File: config.mk
export PLATFORM = sky130hd
export DESIGN_NAME = vic_prio_wb
export DESIGN_NICKNAME = d
export VERILOG_FILES = /design/src/rtl/vic_pkg.sv /design/src/rtl/vic_prio_arb.sv /design/src/rtl/vic_prio_wb.sv
export SDC_FILE = /design/constraint.sdc
export NUM_CORES = 1
export LEC_CHECK = 0
export BUFFER_PORTS_ARGS = -buffer_cell sky130_fd_sc_hd__buf_2
export CAP_MARGIN = 0
export CORE_UTILIZATION = 45
export DETAILED_ROUTE_END_ITERATION = 7
export GPL_ROUTABILITY_DRIVEN = 0
export PLACE_DENSITY = 0.76
export SYNTH_ARGS = -nofsm -noshare
export SYNTH_HDL_FRONTEND = slang
export SYNTH_HIERARCHICAL = 1
export SYNTH_SLANG_ARGS = --single-unit
File: constraint.sdc
create_clock -name clk_sys -period 2.1 [get_ports clk_sys]
set_clock_uncertainty 0.1 [all_clocks]
set_input_delay 0.21 -clock clk_sys [delete_from_list [all_inputs] [get_ports clk_sys]]
set_output_delay 0.21 -clock clk_sys [all_outputs]
set_load 0.02 [all_outputs]
File: src/rtl/vic_pkg.sv
// vic_pkg: shared definitions for the vectored interrupt controller.
//   VEC_W          - width of one interrupt vector lane
//   vic_state_t    - bus handshake state (IDLE, ACK)
//   lowest_set_idx - index of the least significant set bit of a 16-bit word
package vic_pkg;

  localparam int VEC_W = 16;

  typedef enum logic [0:0] {
    IDLE = 1'b0,
    ACK  = 1'b1
  } vic_state_t;

  // Returns 0 when no bit is set; callers qualify with their own valid flag.
  function automatic int lowest_set_idx(input logic [15:0] v);
    int idx;
    idx = 0;
    for (int i = 15; i >= 0; i--) begin
      if (v[i]) begin
        idx = i;
      end
    end
    return idx;
  endfunction

endpackage

File: src/rtl/vic_prio_arb.sv
// vic_prio_arb: combinational priority encoder over the unmasked pending bits.
// Optional feature macro: VIC_ROTATE_EN
//   undefined - fixed priority, channel 0 highest, no ptr input
//   defined   - rotating priority, search starts at ptr and wraps
// Ports:
//   req   in  N   pending & ~mask
//   ptr   in  IW  highest-priority channel (rotating build only)
//   sel   out IW  winning channel index
//   valid out 1   at least one request present
module vic_prio_arb
  import vic_pkg::*;
#(
  parameter int N  = 2,
  parameter int IW = (N > 1) ? $clog2(N) : 1
) (
  input  logic [N-1:0]  req,
`ifdef VIC_ROTATE_EN
  input  logic [IW-1:0] ptr,
`endif
  output logic [IW-1:0] sel,
  output logic          valid
);

`ifdef VIC_ROTATE_EN
  logic [15:0] rot_s;
  int          idx_s;

  // Rotate requests so that channel ptr lands on bit 0, encode, then rotate the index back.
  always_comb begin
    rot_s = 16'h0000;
    for (int i = 0; i < N; i++) begin
      rot_s[i] = req[IW'((i + int'(ptr)) % N)];
    end
    idx_s = lowest_set_idx(rot_s);
    sel   = IW'((idx_s + int'(ptr)) % N);
    valid = |req;
  end
`else
  logic [15:0] req_pad_s;

  // Zero-extend to a fixed 16-bit lane and take the lowest set index.
  always_comb begin
    req_pad_s          = 16'h0000;
    req_pad_s[N-1:0]   = req;
    sel                = IW'(lowest_set_idx(req_pad_s));
    valid              = |req;
  end
`endif

endmodule

File: src/rtl/vic_prio_wb.sv
// vic_prio_wb: vectored interrupt controller with a wishbone-style vector read.
// Peripherals raise edge-latched requests; the CPU sees wb_irq_o, strobes a
// vector read and gets the vector of the winning channel, which in turn
// receives a one-ce-tick iack pulse. An empty strobe returns SPUR_VEC.
// Optional feature macro: VIC_ROTATE_EN (rotating priority with ptr register).
// Ports:
//   clk_sys  in  1     system clock
//   rst_n    in  1     asynchronous active-low reset
//   ce       in  1     bus clock-enable, all state moves only when high
//   wb_rst_i in  1     synchronous soft reset, sampled on ce
//   ivec     in  N*16  per-channel vectors, channel i at [16*i+15:16*i]
//   ireq     in  N     request lines, rising edge requests service
//   imask    in  N     1 = channel masked (pending bit retained)
//   wb_stb_i in  1     vector read strobe
//   wb_ack_o out 1     vector read acknowledge
//   wb_dat_o out 16    vector, zero while wb_ack_o is low
//   wb_irq_o out 1     interrupt request to the CPU
//   iack     out N     one-ce-tick service pulse to the served channel
module vic_prio_wb
  import vic_pkg::*;
#(
  parameter int               N        = 2,
  parameter logic [VEC_W-1:0] SPUR_VEC = 16'o000000
) (
  input  logic                 clk_sys,
  input  logic                 rst_n,
  input  logic                 ce,
  input  logic                 wb_rst_i,
  input  logic [N*VEC_W-1:0]   ivec,
  input  logic [N-1:0]         ireq,
  input  logic [N-1:0]         imask,
  input  logic                 wb_stb_i,
  output logic                 wb_ack_o,
  output logic [VEC_W-1:0]     wb_dat_o,
  output logic                 wb_irq_o,
  output logic [N-1:0]         iack
);

  localparam int IW = (N > 1) ? $clog2(N) : 1;

  logic [N-1:0]     pending_r;
  logic [N-1:0]     ireq_q_r;
  vic_state_t       state_r;
  vic_state_t       state_nx_s;

  logic [N-1:0]     req_s;
  logic [N-1:0]     rise_s;
  logic [N-1:0]     clr_s;
  logic [N-1:0]     iack_nx_s;
  logic             ack_nx_s;
  logic [VEC_W-1:0] dat_nx_s;
  logic [IW-1:0]    sel_s;
  logic             valid_s;
  logic [VEC_W-1:0] vec_s [N];

`ifdef VIC_ROTATE_EN
  logic [IW-1:0]    ptr_r;
  logic [IW-1:0]    ptr_nx_s;
`endif

  assign req_s  = pending_r & ~imask;
  assign rise_s = ireq & ~ireq_q_r;

  for (genvar g = 0; g < N; g++) begin : g_vec
    assign vec_s[g] = ivec[g*VEC_W +: VEC_W];
  end

  vic_prio_arb #(
    .N  (N),
    .IW (IW)
  ) u_arb (
    .req   (req_s),
`ifdef VIC_ROTATE_EN
    .ptr   (ptr_r),
`endif
    .sel   (sel_s),
    .valid (valid_s)
  );

  // Next-state and next-output decode for the strobe/ack handshake.
  always_comb begin
    state_nx_s = state_r;
    ack_nx_s   = wb_ack_o;
    dat_nx_s   = wb_dat_o;
    iack_nx_s  = {N{1'b0}};
    clr_s      = {N{1'b0}};
`ifdef VIC_ROTATE_EN
    ptr_nx_s   = ptr_r;
`endif
    case (state_r)
      IDLE: begin
        if (wb_stb_i) begin
          state_nx_s = ACK;
          ack_nx_s   = 1'b1;
          if (valid_s) begin
            dat_nx_s         = vec_s[sel_s];
            iack_nx_s[sel_s] = 1'b1;
            clr_s[sel_s]     = 1'b1;
`ifdef VIC_ROTATE_EN
            if (sel_s == IW'(N - 1)) begin
              ptr_nx_s = {IW{1'b0}};
            end else begin
              ptr_nx_s = sel_s + IW'(1);
            end
`endif
          end else begin
            // Spurious read still acks so the bus never hangs.
            dat_nx_s = SPUR_VEC;
          end
        end else begin
          ack_nx_s = 1'b0;
          dat_nx_s = {VEC_W{1'b0}};
        end
      end
      ACK: begin
        // iack already defaults to zero here, so the pulse is one ce period.
        if (!wb_stb_i) begin
          state_nx_s = IDLE;
          ack_nx_s   = 1'b0;
          dat_nx_s   = {VEC_W{1'b0}};
        end else begin
          state_nx_s = ACK;
        end
      end
      default: begin
        state_nx_s = IDLE;
        ack_nx_s   = 1'b0;
        dat_nx_s   = {VEC_W{1'b0}};
      end
    endcase
  end

  // FSM state register.
  always_ff @(posedge clk_sys or negedge rst_n) begin
    if (!rst_n) begin
      state_r <= IDLE;
    end else if (ce) begin
      if (wb_rst_i) begin
        state_r <= IDLE;
      end else begin
        state_r <= state_nx_s;
      end
    end else begin
      state_r <= state_r;
    end
  end

  // Registered bus outputs and service pulse.
  always_ff @(posedge clk_sys or negedge rst_n) begin
    if (!rst_n) begin
      wb_ack_o <= 1'b0;
      wb_dat_o <= {VEC_W{1'b0}};
      iack     <= {N{1'b0}};
    end else if (ce) begin
      if (wb_rst_i) begin
        wb_ack_o <= 1'b0;
        wb_dat_o <= {VEC_W{1'b0}};
        iack     <= {N{1'b0}};
      end else begin
        wb_ack_o <= ack_nx_s;
        wb_dat_o <= dat_nx_s;
        iack     <= iack_nx_s;
      end
    end else begin
      wb_ack_o <= wb_ack_o;
      wb_dat_o <= wb_dat_o;
      iack     <= iack;
    end
  end

  // Edge latch: a new rising edge beats a same-tick service clear.
  always_ff @(posedge clk_sys or negedge rst_n) begin
    if (!rst_n) begin
      pending_r <= {N{1'b0}};
      ireq_q_r  <= {N{1'b0}};
    end else if (ce) begin
      if (wb_rst_i) begin
        pending_r <= {N{1'b0}};
        ireq_q_r  <= {N{1'b0}};
      end else begin
        pending_r <= (pending_r & ~clr_s) | rise_s;
        ireq_q_r  <= ireq;
      end
    end else begin
      pending_r <= pending_r;
      ireq_q_r  <= ireq_q_r;
    end
  end

  // Interrupt line follows the unmasked pending set one tick later.
  always_ff @(posedge clk_sys or negedge rst_n) begin
    if (!rst_n) begin
      wb_irq_o <= 1'b0;
    end else if (ce) begin
      if (wb_rst_i) begin
        wb_irq_o <= 1'b0;
      end else begin
        wb_irq_o <= |req_s;
      end
    end else begin
      wb_irq_o <= wb_irq_o;
    end
  end

`ifdef VIC_ROTATE_EN
  // Rotating-priority pointer, advanced past each served channel.
  always_ff @(posedge clk_sys or negedge rst_n) begin
    if (!rst_n) begin
      ptr_r <= {IW{1'b0}};
    end else if (ce) begin
      if (wb_rst_i) begin
        ptr_r <= {IW{1'b0}};
      end else begin
        ptr_r <= ptr_nx_s;
      end
    end else begin
      ptr_r <= ptr_r;
    end
  end
`endif

endmodule

==> results of run 1 <==
through the flow:
step                      cell area (um^2)  worst slack, ns
final                                 1605           0.4240
after global routing                  1605           0.3031
after CTS                             1605           0.4144
after detailed placement              1569           0.4416
after global placement                1569           0.5023
after floorplan                       1272           0.4831
synthesized netlist by cell type:
cell	number	area, um^2
sky130_fd_sc_hd__and2b_4	1	10.01
sky130_fd_sc_hd__nand3_1	1	5.000
sky130_fd_sc_hd__or2_1	1	6.260
sky130_fd_sc_hd__o211ai_1	1	7.510
sky130_fd_sc_hd__o22ai_2	2	25.02
sky130_fd_sc_hd__o21ai_0	3	15.01
sky130_fd_sc_hd__inv_1	10	37.54
sky130_fd_sc_hd__buf_2	2	10.01
sky130_fd_sc_hd__nor2b_1	3	18.77
sky130_fd_sc_hd__nand2b_2	1	8.760
sky130_fd_sc_hd__dfrtp_1	25	625.6
sky130_fd_sc_hd__nand4bb_1	1	11.26
sky130_fd_sc_hd__o21ai_4	1	16.27
sky130_fd_sc_hd__nand4_4	1	21.27
sky130_fd_sc_hd__o2bb2ai_1	8	70.07
sky130_fd_sc_hd__o22ai_1	2	12.51
sky130_fd_sc_hd__mux2i_1	17	170.2
sky130_fd_sc_hd__buf_4	1	7.510
sky130_fd_sc_hd__a21oi_1	2	10.01
sky130_fd_sc_hd__nand4b_1	1	8.760
sky130_fd_sc_hd__a32oi_1	2	17.52
sky130_fd_sc_hd__o2bb2ai_2	8	120.1
sky130_fd_sc_hd__buf_6	3	33.78
sky130_fd_sc_hd__nand2_1	1	3.750
where the power goes:
group | switching [uW] | leakage, uW | total (uW) | internal [uW]
logic | 131 | 0.000445 | 235 | 104
clock network | 141 | 0.0000150 | 215 | 74.2
registers | 17.8 | 0.000338 | 529 | 512
total | 289 | 0.000798 | 979 | 690
worst max path at each step:
stage | cells after the start | start | end
final | 6 | pending_r[1]$_DFFE_PN0P_ | pending_r[1]$_DFFE_PN0P_
after detailed placement | 6 | pending_r[1]$_DFFE_PN0P_ | pending_r[1]$_DFFE_PN0P_
after CTS | 6 | pending_r[1]$_DFFE_PN0P_ | pending_r[1]$_DFFE_PN0P_
after global placement | 6 | pending_r[1]$_DFFE_PN0P_ | pending_r[1]$_DFFE_PN0P_
after floorplan | 6 | pending_r[1]$_DFFE_PN0P_ | wb_dat_o[10]$_DFFE_PN0P_
after global routing | 6 | pending_r[1]$_DFFE_PN0P_ | pending_r[1]$_DFFE_PN0P_
kinds of logic after synthesis:
logic type | after synthesis | share of synthesized area
compound gates | 29 | 0.2311
flops | 25 | 0.4916
mux | 17 | 0.1337
buf+inv | 16 | 0.06982
simple gates | 11 | 0.07375
flip-flops by register name, indices dropped and copies added, names as in the netlist:
name,flops
state_r,1
wb_dat_o,16
wb_irq_o,1
iack,2
pending_r,2
wb_ack_o,1
ireq_q_r,2
area by class of cell:
cell class | count | area, um^2 | area share
flip-flops and latches | 25 | 625.6 | 0.3897
clock buffers | 4 | 26.28 | 0.01637
repair buffers | 62 | 317.8 | 0.1980
inverters | 10 | 37.54 | 0.02338
multi-input cells | 57 | 560.5 | 0.3492
well taps | 30 | 37.54 | 0.02338
per-layer routing:
layer / wire [um] / part of all wire / vias to the layer above
met1: 1184 / 0.46 / 449
met3: 141 / 0.055 / 4
met4: 27 / 0.011 / 0
met5: 0 / 0 / -
li1: - / - / 483
met2: 1195 / 0.47 / 35
what timing repair did:
item	4_1_cts	5_1_grt
endpoints found under the setup margin	0	0
endpoints found under the hold margin	25	0
hold buffers	1	0
==> results, run 1 <==
- After synthesis the netlist holds a flip-flop and latch count of 25.
- The average routed wire per standard cell is 13.55 um.
- The clock slew at the register clock pins of the worst setup and hold paths is 0.13 ns.
- The full die area is 3044 um^2.
- The terminus of the critical flop-to-flop path is pending_r[1]$_DFFE_PN0P_.
- The area of the core is 2567 um^2.
- The total number of clock tree sinks is 25.
- The warning count from the yosys run is 6.
- Before antenna repair, the detailed router went through 4 iterations.
- The global routing usage summed across all routing layers is 0.1911.
- The HPWL after detailed placement is 1829 um.
- The number of different library cells in the post-synthesis netlist is 24.
- The horizontal die dimension is 55.18 um.
- The post-layout total power is 979.4 uW.
- In the final timing run, aggregate negative setup slack is 0 ns.
- The combined buffer and inverter count along the critical path is 1.
- Final hold analysis gives a worst-case slack of 0.01612 ns.
- The worst hold path terminates at pending_r[0]$_DFFE_PN0P_.
- The top cell types in the final layout, fill and taps aside, are 60 x sky130_fd_sc_hd__buf_2, 25 x sky130_fd_sc_hd__dfrtp_1, 17 x sky130_fd_sc_hd__mux2i_1.
- The critical path goes through nor2b_1 > nor2b_2 > buf_4 > nand4b_1 > a32oi_1 > o22ai_1.
- The clock root buffer is sky130_fd_sc_hd__clkbuf_4.
- The number of buffers created by CTS is 3.
- The type of origin of the critical path is a flop.
- In the global route stage, met3 resource usage came out at 0.03825.
- The initial cell density of the core is 0.4956.
- The clock insertion delay at the later pin of the skew report is 0.31 ns.
- The required time of the worst setup path is 2.20 ns.
- The via count of the first global-routing pass is 906.
- The average vias per placed instance is 5.165.
- For this run, the top clock speed supported by timing is 0.5967 GHz.
- In this run the critical register-to-register path is launched from pending_r[1]$_DFFE_PN0P_.
- The number of hold violations in the final report is 0.
- Max-cap violations in this run came to 0.
- The family of cells with the greatest summed delay on the critical path is simple AND/OR/NAND/NOR gates.
- Counting tap cells, the placed design contains a total of 183 instances.
- The post-synthesis to final-layout area growth is 26.16%.
- The final clock period utilization by the worst path is 0.7981.
- The setup path with the least slack is of type reg2reg.
- The count of buffers added by post-CTS timing repair for setup is 0.
- The standby leakage power is 0.0007977 uW.
- The detailed router placed 971 vias in this run.
- The critical path data arrival time is 1.78 ns.
- The TritonCTS clock tree is yes.
- The number of levels the H-tree was split into is 1.
- The flow ran to the end, and the final reports show no timing, DRC or antenna violations.
- In this run, the number of DRC markers left after iteration 0 of detailed routing was 19.
- In this run, post-CTS repair resized a total of 0 instances.
- The nature of the critical path endpoint is a flop.
- When the netlist entered floorplanning its net count stood at 139.
- The global routing stage identified its most utilized layer as met2.
- The min-delay analysis places its worst path in the category in2reg.
- The cell count after synthesis is 98.
- Counting along the longest clock path gives a buffer depth of 2.
- The count of unresolved DRC violations after routing is 0.
- The finished layout holds 188 standard cells, fillers aside.
- The transition time at the pin with the least slew margin is 0.5642 ns.
- The largest fanout on the critical path is 20.
- In this run the register-to-register setup slack is 0.42 ns.
- The number of I/O pins is 61.
- Global routing finished with a remaining overflow of 0.
- The first global-routing pass estimated 4043 um of wire.
- The die height is 55.18 um.
- The number of nets still failing antenna checks after routing is 0.
- The repair_antennas step left the layout with diodes totalling 0.
- The initial antenna violation count is 0.
- The number of cells traversed by the worst hold path is 2.
- For met2 alone, demand over resource in global routing was 0.3213.
- Setup repair after global routing left no endpoint under its margin.
- The minimum period implied by the final worst setup slack is 1.676 ns.
- The cell type of the slowest stage on the worst timing path is sky130_fd_sc_hd__dfrtp_1.
- The leading cell type in the layout, fill and taps excluded is sky130_fd_sc_hd__buf_2.
- Of the cells placed in the final design, the portion with a size suffix greater than 1 is 0.5000.
- For this design the ratio of total power to cell area is 610.1 nW/um^2.
- The final core utilization is 0.6252.
- The maximum number of pins on one net before global-route repair is 26.
- Wires add up to 2548 um.
- The startpoint of the tightest hold check path is wb_rst_i.
- The count of buffers inserted at the top-level ports is 60.
- In the final design database the tool counted 200 nets.
- In this run the tightest slew margin relative to its limit is 0.6224.
- The share of the Yosys chip area taken by registers is 0.4916.
- The largest single stage delay on the critical path is 0.39 ns.
- The filler cell count is 222.
- The final max-slew violation count came to 0.
- For the worst flop-to-flop path, the logic depth is 6.
- The final setup violation count is 0.
- The worst-case IR drop observed on VDD is 0.0004389 V.
- Dividing the synthesized area by the synthesized cell count gives 12.98 um^2.
- The met1 track demand over resource is 0.2414.
- The floorplan has 18 rows.
- The synthesized netlist occupies a cell area of 1272 um^2.
(Power assumes the default switching activity.)
==> run 2: changes to the inputs <==
- ABC_AREA: default -> 1
- CORE_UTILIZATION: 45 -> 46
- clock period: 2.1 -> 1.7 ns (I/O delays scaled with it)
==> run 2 against run 1 <==
Effect of this change:
- wire length up 13%
- non-clock buffer count up 4
- final cell count up 48%
- final area up 7.2%
- first-iteration DRC count up 68%
- via count up 37%
- critical endpoint is now wb_dat_o[9]$_DFFE_PN0P_
==> results, run 2 <==
- The count of antenna diodes in the layout is 0.
- The run finished with clean final reports.
- The detailed-route via count is 1,333.
- For this run, asynchronously set or reset flops after synthesis account for 1.000.
- The number of I/O pins is 61.
- Summed over all layers, the global routing overflow is 0.
- The number of detailed-routing iterations run before antenna repair is 4.
- Derived from the worst setup path, the maximum achievable clock frequency is 0.6537 GHz.
- The cell count after synthesis is 186.
- The routed design could run at a clock period as short as 1.530 ns.
- The detail route stage leaves a number of antenna-violating nets equal to 0.
- The number of maximum-capacitance violations is 0.
- Across the VDD grid, the largest voltage drop is 0.0005400 V.
- The minimum setup slack among reg-to-reg paths is 0.17 ns.
- Ranked by instance count, the synthesized netlist is headed by 82 x sky130_fd_sc_hd__nand2_1, 37 x sky130_fd_sc_hd__nand3_1, 25 x sky130_fd_sc_hd__dfrtp_1.
- The final setup violation count is 0.
- The number of hold violations in the final report is 0.
- The worst setup path endpoint is wb_dat_o[9]$_DFFE_PN0P_.
- Clock tree synthesis inserted a total of 3 buffers.
- The largest fanout on the critical path is 19.
- The post-synthesis register bit count is 25.
- For the worst-skew pair, the clock arrives at the later sink with an insertion delay of 0.30 ns.
- The post-cts sizing count is 0.
- Of the total power, registers draw 0.509.
- The share of power burned in combinational logic is 0.296.
- sky130_fd_sc_hd__nand2_1 is the most common cell in the netlist.
- For this design, the sink count on the clock tree is 25.
- The filler cell count is 270.
- The average vias per placed instance is 4.795.
- The share of synthesized area in the top cell type comes to 0.4621.
- The worst setup path is launched from a flop.
- The most critical setup path has its startpoint at pending_r[1]$_DFFE_PN0P_.
- The most common flop cell mapped by yosys is sky130_fd_sc_hd__dfrtp_1.
- The area of the core is 2781 um^2.
- The leading cell type in the layout, fill and taps excluded is sky130_fd_sc_hd__nand2_1.
- The smallest hold slack is 0.06235 ns.
- The analysis attributes to cell leakage a power of 0.001081 uW.
- Relative to the synthesized area, the layout overhead comes to 27.08%.
- The worst reg2reg path startpoint is pending_r[1]$_DFFE_PN0P_.
- The worst hold path belongs to the class in2reg.
- The worst setup path is of the reg2reg kind.
- In this run the cell area measured after placement is 1664 um^2.
- Once layout is complete, the utilization of the core stands at 0.6185.
- Dividing the detail-routed wire length by the instance count gives 10.35 um.
- The initial antenna violation count came to 0.
- The library cells used most frequently in the layout, excluding fill and tap cells, are 82 x sky130_fd_sc_hd__nand2_1, 60 x sky130_fd_sc_hd__buf_2, 37 x sky130_fd_sc_hd__nand3_1.
- The required time of the worst setup path is 1.81 ns.
- The nature of the critical path endpoint is a flop.
- Dividing total power by cell area gives a power density of 750.4 nW/um^2.
- The clock slew at the register clock pins of the worst setup and hold paths is 0.13 ns.
- The final clock period utilization by the worst path is 0.8999.
- The final max-slew violation count is 0.
- The netlist uses 16 different library cells.
- The clock root buffer is sky130_fd_sc_hd__clkbuf_4.
- The number of enable flip-flop cells after synthesis is 0.
- The terminus of the critical flop-to-flop path is wb_dat_o[9]$_DFFE_PN0P_.
- The synthesized netlist occupies a cell area of 1354 um^2.
- The final cell count without fillers is 278.
- The global routing usage summed across all routing layers is 0.1957.
- The number of levels the H-tree was split into is 1.
- Of the synthesized area, sequential elements account for 0.4621.
- In this run the power spent charging and discharging nets is 420.4 uW.
- Setup repair after global routing left no endpoint under its margin.
- The full die area is 3164 um^2.
- The register with the most flip-flops in the layout has 16 of them.
- The cell type with the largest total area after synthesis is sky130_fd_sc_hd__dfrtp_1.
- The TritonCTS clock tree is yes.
- Measured against its own limit, the worst slew margin works out to 0.6247.
- For this run, the post-layout net count is 289.
- The transition time at the pin with the least slew margin is 0.5630 ns.
- Buffers placed on the I/O ports in this run total 60.
- Data on the critical path arrives at its endpoint at 1.64 ns.
- Of the cells placed in the final design, the portion with a size suffix greater than 1 is 0.2996.
- The total wirelength of the detailed-routed design is 2877 um.
- Detailed placement finished with a half-perimeter wire length of 2130 um.
- From left edge to right edge, the die measures 56.25 um.
- The first-pass GRT wire length is 4857 um.
- The average cell area after synthesis is 7.278 um^2.
- The share of total power dissipated in the clock network is 0.195.
- After detailed routing, the number of remaining DRC violations is 0.
- During synthesis, Yosys emitted a total of 6 warnings.
- Summing all non-filler instances in the final layout gives an area of 1720 um^2.
- The post-placement cell count is 271.
- The fraction of power spent switching nets is 0.3257.
- The number of cells on the worst reg-to-reg path is 10.
- The post-route setup TNS is 0 ns.
- The initial cell density of the core is 0.4867.
- The via count of the first global-routing pass is 1,134.
- Yosys attributes the largest share of cell area to sky130_fd_sc_hd__dfrtp_1 46%, sky130_fd_sc_hd__nand2_1 23%, sky130_fd_sc_hd__nand3_1 14%.
- The largest register by flop count is wb_dat_o.
- The maximum number of pins on one net before global-route repair is 26.
- The internal portion of the total power is 870.5 uW.
- The number of nets in the synthesized netlist is 227.
- The die height is 56.25 um.
- In this run the deepest clock path goes through 2 buffers.
- The floorplan has 19 rows.
- For this block, the initial DRC count from the detailed router was 32.
## run 2: cell count changes after synthesis, sizes merged, moves of 2 or more
cell / delta
nor2b: -3
nand2: +83
o2bb2ai: -16
mux2i: -17
a32oi: -2
nand3: +37
inv: +6
a21oi: -2
o22ai: -4
buf: +3
o21ai: +2
nor2: +8
## run 2: how the worst min path moves through the flow
| stage | to | startpoint | slack [ns] | cells after the start |
|---|---|---|---|---|
| floorplan | iack[0]$_DFFE_PN0P_ | rst_n | -0.23 | 0 |
| global placement | ireq_q_r[1]$_DFFE_PN0P_ | rst_n | 0.09 | 1 |
| detailed placement | ireq_q_r[1]$_DFFE_PN0P_ | rst_n | 0.09 | 1 |
| CTS | state_r$_DFFE_PN0P_ | wb_stb_i | 0.06 | 3 |
| global route | wb_dat_o[10]$_DFFE_PN0P_ | ivec[26] | 0.07 | 5 |
| finish | ireq_q_r[0]$_DFFE_PN0P_ | ce | 0.06 | 2 |
## run 2: power groups by stage
stage | Sequential [uW] | Combinational [uW] | Clock, uW
after floorplan | 700 | 218 | 0
after global routing | 662 | 429 | 295
after global placement | 669 | 374 | 0
after detailed placement | 668 | 379 | 0
final | 657 | 382 | 252
after CTS | 658 | 385 | 270
## run 2: per-layer routing
metal | vias to the layer above | track usage | wire [um]
met5 | - | 0 | 0
met4 | 0 | 0.06272 | 19
met3 | 2 | 0.03226 | 147
met2 | 47 | 0.3129 | 1287
met1 | 581 | 0.2731 | 1423
li1 | 703 | - | -
## run 2: layout make-up
cell class / instances / area [um^2] / share of cell area
timing repair buffer: 66 / 365.4 / 0.2124
inverter: 16 / 60.06 / 0.03491
multi-input combinational: 136 / 604.3 / 0.3513
clock buffer: 4 / 26.28 / 0.01527
sequential: 25 / 625.6 / 0.3636
tap: 31 / 38.79 / 0.02255
## run 2: logic make-up after synthesis
group / synth area share
AND/OR/NAND/NOR: 0.4242
buffers and inverters: 0.09150
AO/OA/AOI/OAI: 0.02218
flip-flops: 0.4621
## run 2: critical path, cell delays in order (launching register included)
cell,delay (ns)
sky130_fd_sc_hd__dfrtp_1,0.36
sky130_fd_sc_hd__inv_1,0.05
sky130_fd_sc_hd__nor2_1,0.10
sky130_fd_sc_hd__inv_1,0.06
sky130_fd_sc_hd__nor2_1,0.19
sky130_fd_sc_hd__buf_12,0.18
sky130_fd_sc_hd__inv_2,0.13
sky130_fd_sc_hd__nand3_1,0.10
sky130_fd_sc_hd__nand2_1,0.05
sky130_fd_sc_hd__nand2_1,0.05
sky130_fd_sc_hd__nand2_1,0.05
## run 2: timing repair
item / CTS / global route
hold buffers: 3 / 0
setup buffers: 0 / 0
endpoints found under the hold margin: 27 / 0
## run 2: stage by stage
| stage | total power [uW] | setup slack [ns] |
|---|---|---|
| 6_report | 1291 | 0.1701 |
| 5_1_grt | 1386 | 0.06016 |
| 4_1_cts | 1312 | 0.1725 |
| 3_5_place_dp | 1047 | 0.1911 |
| 3_3_place_gp | 1043 | 0.2281 |
| 2_1_floorplan | 918.8 | 0.3018 |
==> run 3: changes to the inputs <==
- BUFFER_PORTS_ARGS: -buffer_cell sky130_fd_sc_hd__buf_2 -> -buffer_cell sky130_fd_sc_hd__clkbuf_2
==> run 3 against run 2 <==
Effect of this change:
- worst setup slack better by 0.041 ns
- sequential cell count unchanged
- sequential share of layout area fell by 0.053 points
- largest power group unchanged
==> results, run 3 (same netlist as run 2, synthesis figures left out) <==
- The average vias per placed instance is 4.888.
- The signal on the critical path passes through inv_1 > nor2_1 > inv_1 > nor2_2 > buf_12 > inv_2 > nand3_1 > nand2_1 > nand2_1 > nand2_1.
- The combined buffer and inverter count along the critical path is 4.
- Setup violations remaining at the end of the flow were counted as 0.
- The final net count is 289.
- Dividing the final minimum period by the clock period gives 0.8759.
- Adding up every negative setup slack in the final design gives 0 ns.
- The global routing usage summed across all routing layers is 0.2157.
- The internal cell power is 871.1 uW.
- Setup repair after global routing left no endpoint under its margin.
- In this run, CTS created clock tree buffers numbering 3.
- The maximum number of pins on one net before global-route repair is 26.
- The number of I/O pins is 61.
- Of the total power, the clock network draws 0.206.
- Among cell families on the critical path, the largest total delay comes from simple AND/OR/NAND/NOR gates.
- The final route contains 1,359 vias.
- The initial antenna violation count is 0.
- The largest single stage delay on the critical path is 0.37 ns.
- Of the total power, registers draw 0.501.
- The library cell used most frequently in the layout, excluding fill and tap cells, is sky130_fd_sc_hd__nand2_1.
- Compared with the post-synthesis result, the final layout area differs by 27.26%.
- The required time of the worst setup path is 1.82 ns.
- The clock root buffer is sky130_fd_sc_hd__clkbuf_4.
- The horizontal die dimension is 56.25 um.
- The type of the most critical hold path is in2reg.
- The count of antenna diodes in the layout is 0.
- The leftover overflow at the end of global routing is 0.
- In the final layout, the share of cells above drive strength 1 is 0.3036.
- The tightest hold path in the finished design has a slack of 0.04403 ns.
- During placement, the flow inserted port buffers numbering 60.
- The total power per unit cell area is 763.6 nW/um^2.
- The average routed wire per standard cell is 10.93 um.
- The critical path start-end classification is reg2reg.
- The run finished with clean final reports.
- The cell with the most instances on the worst path is sky130_fd_sc_hd__nand2_1.
- The area of the core is 2781 um^2.
- The number of levels the H-tree was split into is 1.
- The HPWL after detailed placement is 2249 um.
- Headroom to the max-slew limit came out at 0.5746.
- For this configuration, the core starts out at a cell density of 0.4867.
- The largest register by flop count is wb_dat_o.
- The fraction of power spent switching nets is 0.3379.
- The largest voltage drop on the vdd net is 0.0005053 V.
- The standby leakage power is 0.001073 uW.
- The largest fanout on the critical path is 19.
- The count of nets left with antenna violations once routing finished came out at 0.
- The final max-slew violation count is 0.
- For this run, the detailed router's first-pass iteration total came to 5.
- In the layout the commonest cells are 82 x sky130_fd_sc_hd__nand2_1, 60 x sky130_fd_sc_hd__clkbuf_2, 37 x sky130_fd_sc_hd__nand3_1.
- TritonCTS built the clock tree.
- The worst path needs 1.489 ns of the cycle, external delays included.
- Summed over all layers, the routed wires come to 3039 um.
- The via count of the first global-routing pass was 1,226.
- The register with the most flip-flops in the layout has 16 of them.
- The number of hold violations in the final report is 0.
- The worst-case clock buffer depth is 2.
- The nature of the critical path endpoint is a flop.
- The clock slew at the register clock pins of the worst setup and hold paths is 0.14 ns.
- The die covers 3164 um^2.
- The cell type of the slowest stage on the worst timing path is sky130_fd_sc_hd__dfrtp_1.
- The worst setup path is launched from a flop.
- The share of power burned in combinational logic is 0.293.
- The net switching power figure is 444.5 uW.
- The die is 56.25 um tall.
- The count of buffers added by post-CTS timing repair for setup is 0.
- The number of maximum-capacitance violations is 0.
- The first-pass GRT wire length is 5402 um.
- After the first detailed-routing iteration, the DRC count stood at 35.
- The clock insertion delay at the later pin of the skew report is 0.31 ns.
- The clock drives 25 sinks.
- STA puts the critical path data arrival time at 1.61 ns.
- The floorplan has 19 rows.
- The count of unresolved DRC violations after routing is 0.
- The fmax is 0.6716 GHz.
- The transition time at the pin with the least slew margin is 0.6381 ns.
[run 3: cell types whose count changed in the layout (fill, tap and decap cells not counted)]
cell / before / now
sky130_fd_sc_hd__clkbuf_2: 0 / 60
sky130_fd_sc_hd__buf_2: 60 / 0
sky130_fd_sc_hd__nor2_1: 6 / 5
sky130_fd_sc_hd__nor2_2: 0 / 1
[run 3: what timing repair did]
item                                    4_1_cts  5_1_grt
hold buffers                                  3        0
endpoints found under the hold margin        27        0
gates resized for setup                       0        1
endpoints found under the setup margin        0        1
[run 3: final timing paths]
path | startpoint | end | slack, ns | depth (start not counted)
max in group asynchronous | rst_n | wb_dat_o[6]$_DFFE_PN0P_ | 0.81 | 2
setup / recovery | pending_r[1]$_DFFE_PN0P_ | wb_dat_o[3]$_DFFE_PN0P_ | 0.21 | 10
setup reg to reg | pending_r[1]$_DFFE_PN0P_ | wb_dat_o[3]$_DFFE_PN0P_ | 0.21 | 10
min in group asynchronous | rst_n | iack[1]$_DFFE_PN0P_ | 0.28 | 2
hold reg to reg | wb_dat_o[9]$_DFFE_PN0P_ | wb_dat_o[9]$_DFFE_PN0P_ | 0.39 | 2
hold / removal | wb_stb_i | state_r$_DFFE_PN0P_ | 0.04 | 3
[run 3: power by group through the flow]
stage               clock (uW)  combinational [uW]  sequential [uW]
floorplan                    0                 218              700
global placement             0                 374              670
detailed placement           0                 380              670
CTS                        271                 387              659
global route               300                 439              665
finish                     271                 386              659
[run 3: tightest hold or removal path, stage by stage]
cell and delay, ns:
sky130_fd_sc_hd__clkbuf_2 0.12, sky130_fd_sc_hd__nand3_1 0.07, sky130_fd_sc_hd__o21ai_0 0.07
[run 3: metrics by stage]
step,power [uW],cell area (um^2),instances,worst slack (ns),utilization
2_1_floorplan,918.8,1354,186,0.3018,-
3_3_place_gp,1044,1664,271,0.2269,0.5983
3_5_place_dp,1050,1664,271,0.1663,0.5983
4_1_cts,1317,1720,278,0.1564,0.6185
5_1_grt,1404,1723,278,0.03626,0.6194
6_report,1316,1723,278,0.2109,0.6194
[run 3: cell type report]
class / instances / area (um^2)
Sequential cell: 25 / 625.6
Clock buffer: 4 / 26.28
Multi-Input combinational cell: 136 / 606.8
Timing Repair Buffer: 66 / 365.4
Fill cell: 278 / 1059
Inverter: 16 / 60.06
Tap cell: 31 / 38.79
[run 3: per-layer routing]
layer,wire length (um),GRT usage,vias up
li1,-,-,701
met1,1418,0.2988,606
met2,1430,0.3554,48
met3,159,0.03456,4
met4,31,0.05226,0
met5,0,0,-
